$ cat src/rtl/shift_add_mult.sv
// Sequential shift-and-add unsigned multiplier: one multiplier bit per clock,
// fixed WIDTH-cycle latency, with a handshake-style done flag held while enabled.
module shift_add_mult #(
   parameter int WIDTH = 4
) (
   input  logic                 clk,
   input  logic                 reset,
   input  logic                 mult_enable,
   input  logic [WIDTH-1:0]     op_a,
   input  logic [WIDTH-1:0]     op_b,
   output logic [2*WIDTH-1:0]   product,
   output logic                 mult_done,
   output logic                 busy
);

   localparam int PW = 2 * WIDTH;
   localparam int CW = (WIDTH > 1) ? $clog2(WIDTH) : 1;

   typedef enum logic [1:0] {
      S_IDLE = 2'b00,
      S_RUN  = 2'b01,
      S_DONE = 2'b10
   } state_e;

   state_e            state_q,   state_d;
   logic [PW-1:0]     mcand_q,   mcand_d;
   logic [WIDTH-1:0]  mplier_q,  mplier_d;
   logic [PW-1:0]     acc_q,     acc_d;
   logic [CW-1:0]     count_q,   count_d;
   logic [PW-1:0]     product_q, product_d;
   logic              done_q,    done_d;
   logic              busy_q,    busy_d;
   logic [PW-1:0]     acc_sum_s;

   // Next-state and datapath computation for all registers.
   always_comb begin
      state_d   = state_q;
      mcand_d   = mcand_q;
      mplier_d  = mplier_q;
      acc_d     = acc_q;
      count_d   = count_q;
      product_d = product_q;
      done_d    = done_q;
      busy_d    = busy_q;

      // Partial product for this iteration; the top half of mcand absorbs all shifts.
      if (mplier_q[0]) begin
         acc_sum_s = acc_q + mcand_q;
      end else begin
         acc_sum_s = acc_q;
      end

      case (state_q)
         S_IDLE: begin
            done_d = 1'b0;
            if (mult_enable) begin
               mcand_d  = {{WIDTH{1'b0}}, op_a};
               mplier_d = op_b;
               acc_d    = {PW{1'b0}};
               count_d  = {CW{1'b0}};
               busy_d   = 1'b1;
               state_d  = S_RUN;
            end else begin
               busy_d   = 1'b0;
            end
         end
         S_RUN: begin
            if (!mult_enable) begin
               busy_d  = 1'b0;
               done_d  = 1'b0;
               state_d = S_IDLE;
            end else begin
               acc_d    = acc_sum_s;
               mcand_d  = mcand_q << 1;
               mplier_d = mplier_q >> 1;
               count_d  = count_q + CW'(1'b1);
               if (count_q == CW'(WIDTH - 1)) begin
                  product_d = acc_sum_s;
                  done_d    = 1'b1;
                  busy_d    = 1'b0;
                  state_d   = S_DONE;
               end else begin
                  busy_d    = 1'b1;
               end
            end
         end
         S_DONE: begin
            busy_d = 1'b0;
            if (!mult_enable) begin
               done_d  = 1'b0;
               state_d = S_IDLE;
            end else begin
               done_d  = 1'b1;
            end
         end
         default: begin
            done_d  = 1'b0;
            busy_d  = 1'b0;
            state_d = S_IDLE;
         end
      endcase
   end

   // State and output registers with asynchronous active-low clear.
   always_ff @(posedge clk or negedge reset) begin
      if (!reset) begin
         state_q   <= S_IDLE;
         mcand_q   <= {PW{1'b0}};
         mplier_q  <= {WIDTH{1'b0}};
         acc_q     <= {PW{1'b0}};
         count_q   <= {CW{1'b0}};
         product_q <= {PW{1'b0}};
         done_q    <= 1'b0;
         busy_q    <= 1'b0;
      end else begin
         state_q   <= state_d;
         mcand_q   <= mcand_d;
         mplier_q  <= mplier_d;
         acc_q     <= acc_d;
         count_q   <= count_d;
         product_q <= product_d;
         done_q    <= done_d;
         busy_q    <= busy_d;
      end
   end

   assign product   = product_q;
   assign mult_done = done_q;
   assign busy      = busy_q;

endmodule

$ cat config.mk
export PLATFORM = sky130hd
export DESIGN_NAME = shift_add_mult
export DESIGN_NICKNAME = d
export VERILOG_FILES = /design/src/rtl/shift_add_mult.sv
export SDC_FILE = /design/constraint.sdc
export NUM_CORES = 1
export LEC_CHECK = 0
export CORE_MARGIN = 3
export CORE_UTILIZATION = 50
export CTS_CLUSTER_DIAMETER = 40
export CTS_CLUSTER_SIZE = 25
export DETAILED_ROUTE_END_ITERATION = 12
export PLACE_DENSITY = 0.72
export SYNTH_ARGS = -nofsm -noshare
export SYNTH_HDL_FRONTEND = slang
export SYNTH_SLANG_ARGS = --single-unit
export TNS_END_PERCENT = 30
$ cat constraint.sdc
create_clock -name clk -period 2.99 [get_ports clk]
set_input_delay 0.7475 -clock clk [delete_from_list [all_inputs] [get_ports clk]]
set_output_delay 0.7475 -clock clk [all_outputs]
set_load 0.1 [all_outputs]
==> results.md <==
- Placed cells: about 240
- Crit-path cells: ha_1, fa_1, a211oi_1, o21bai_1, a21oi_1, mux2i_1, nand2_1
- Maximum clock frequency: around 0.46 GHz
- Max_slew headroom: 68.6%
- Routability cong.: around 0.78
- Routed length per placed instance: between 15 and 20 um
- Synthesized net count: about 200
- PD cells: 1080 nW/um2
- Setup CP Type: flop to flop
- Clock Skews: 0.0122 ns
- Cell accounting for the most synthesized area: dfrtp_1
- WL final: around 3800 um
- # rows: 21
- Slowest-stage cell, CP: fa_1
- Setup Fix Bufs, Post-CTS: 0
- GRT overflow: 0
- Number of enable flip-flop cells after synthesis: 0
- Depth of the CTS H-tree: 2
- CTS tree: yes
- Count of state elements after synthesis: 34
- Post-Synthesis Cells: about 180
- Seq/Total Area, Yosys: about 47%
- DR vias: 1401
- # setup viols final: 0
- Final Max Tran Viols: 0
- Die extent in y: 66.1 um
- First-pass DRT Iterations: 6
- Die Wd: 66.1 um
- # hold bufs at CTS: 0
- Pleak: between 1 and 1.5 nW
- Synth area leaders: dfrtp_1, ha_1, mux2i_1
- CP Max Fanout: 3
- Fillers: between 200 and 300
- Starting density of the core: roughly 53%
- Port Buffers: 20
- Initial antenna violation count: 0
- Top_reg_cell synth: dfrtp_1
- Ys Warns: 0
- Area Growth Syn to Fin: 16.6%
- Worst-Margin Slew: about 0.47 ns
- Required time of the critical path: around 3.2 ns
- Global Route Usage Sum: around 20%
- Post-Synthesis Cell Area: around 1800 um2
- CP Capture Type: flop
- Final #Nets: roughly 230
- Min Tclk post-route: about 2.2 ns
- I/O Pins: 21
- TritonCTS Buffers: 5
- Number of nets still failing antenna checks after routing: 0
- Die area: between 4000 and 5000 um2
- Status: completed
- Vias in the first global route: 1404
- # diodes: 0
- Startpoint type of the worst setup path: flop
- Crit path DAT: approximately 2.4 ns
- Core Area: 3420 um2
- Max-cap violations: 0
- DP HPWL: 2880 um
- Fin crit share: ~73%
- Max stage delay on crit path: ~0.44 ns
- Syn_area_per_cell: approximately 10 um2
- Final std cells w/o fill: between 200 and 250
- Initial drt markers: between 100 and 150
- CTS root buf: clkbuf_4
- CTS Buffer Depth: 2
- Netlist cell types: 37
- Clock transition at the registers of the reported paths: 0.10 ns
- Endpoints failing hold: 0
- Commonest cells post-synth: dfrtp_1, nand2_1, o21ai_0
- Asr flop ratio synth: 100%
- Vias per inst: 5.63
- CTS sink cnt: 34
- Largest net degree at the start of global routing: 35
- Drc violations: 0
- Setup TNS Final: 0 ns
- Clock Latency Late Sink: around 0.35 ns
- First-pass GRT wire length: around 6600 um
- RSZ-0062 raised after global routing: no
- Class of the worst hold path: flop to flop
- Post-synth top area share: a little under half
- Max VDD drop: between 0.4 and 0.5 mV
- Total power: 0.00228 W
- Post-CTS Resized: 0
- Share of cells above drive strength 1: between 10% and 20%
- Most frequent cell after synthesis: dfrtp_1
[critical path: cells and delay by family (launching register included)]
kind            cells  cell delay (ns)
mux                 1             0.24
compound gates      3             0.65
fa+ha+maj           2             0.70
simple gates        1             0.06
flops               1             0.43
[placed cells by master, fill, tap and decap left out, types with 3 or more instances in the layout]
master           synthesis  final
nand3_1                  3      3
buf_4                    0     15
inv_1                    7      7
xnor2_1                  4      4
nand2_1                 21     21
o21ai_0                 14     13
mux2i_1                 11     11
clkdlybuf4s50_1          0     10
dfrtp_1                 34     34
o22ai_1                  3      3
nor2_1                   8      8
clkbuf_4                 0      5
ha_1                    11     11
a21oi_1                 11     11
o21a_1                   4      4
a22o_1                  11     11
[where the power goes]
group,total [W],internal [W],switching (W)
Combinational,0.00122,0.000406,0.000816
Clock,0.000275,0.000113,0.000162
Sequential,0.000781,0.000628,0.000153
[stage by stage]
stage          area (um2)  hold WS (ns)  setup WS [ns]  util, %
6_report             2110         0.490          0.809     61.7
2_1_floorplan        1810         0.450           1.07        -
3_3_place_gp         2040         0.469          0.695     59.9
3_5_place_dp         2040         0.477          0.643     59.9
5_1_grt              2110         0.544          0.676     61.7
4_1_cts              2110         0.501          0.844     61.7
[final timing paths]
path | startpoint | end | slack, ns | depth (start not counted)
max | mcand_q[0]$_DFFE_PN0P_ | product[6]$_DFFE_PN0P_ | 0.81 | 7
max in group asynchronous | reset | mcand_q[4]$_DFFE_PN0P_ | 1.89 | 2
min | product[3]$_DFFE_PN0P_ | product[3]$_DFFE_PN0P_ | 0.49 | 2
min in group asynchronous | reset | product[4]$_DFFE_PN0P_ | 0.79 | 2
max reg2reg | mcand_q[0]$_DFFE_PN0P_ | product[6]$_DFFE_PN0P_ | 0.81 | 7
min reg2reg | product[3]$_DFFE_PN0P_ | product[3]$_DFFE_PN0P_ | 0.49 | 2
[sequential cells by signal, indices dropped and copies added, names as in the netlist]
name and flops:
mult_done 1, mplier_q 4, busy 1, acc_q 8, state_q 2, product 8
mcand_q 8, count_q 2
[per-layer routing]
metal | vias to the layer above | share of wire, % | track usage [%]
met1 | 675 | 46 | 26.6
li1 | 687 | - | -
met2 | 27 | 48 | 31.5
met3 | 12 | 3.6 | 5.61
met4 | 0 | 2.7 | 8.88
met5 | - | 0 | 0
[logic make-up after synthesis]
family                   after synthesis  synth area share [%]
multiplexers                          11                  6.09
XOR/XNOR                               5                  2.42
flip-flops                            34                  47.1
buffers and inverters                 15                  3.32
AND/OR/NAND/NOR                       44                  11.4
adder cells (fa/ha/maj)               12                  8.72
AO/OA/AOI/OAI                         57                  21.0
[area by class of cell]
type | count | area [um2] | share of cell area [%]
Tap cell | 46 | 57.6 | 2.73
Sequential cell | 34 | 851 | 40.4
Multi-Input combinational cell | 129 | 897 | 42.6
Clock buffer | 6 | 51.3 | 2.43
Clock inverter | 2 | 12.5 | 0.593
Inverter | 7 | 26.3 | 1.25
Timing Repair Buffer | 25 | 213 | 10.1
Note: power is estimated with default switching activity, not from simulation.
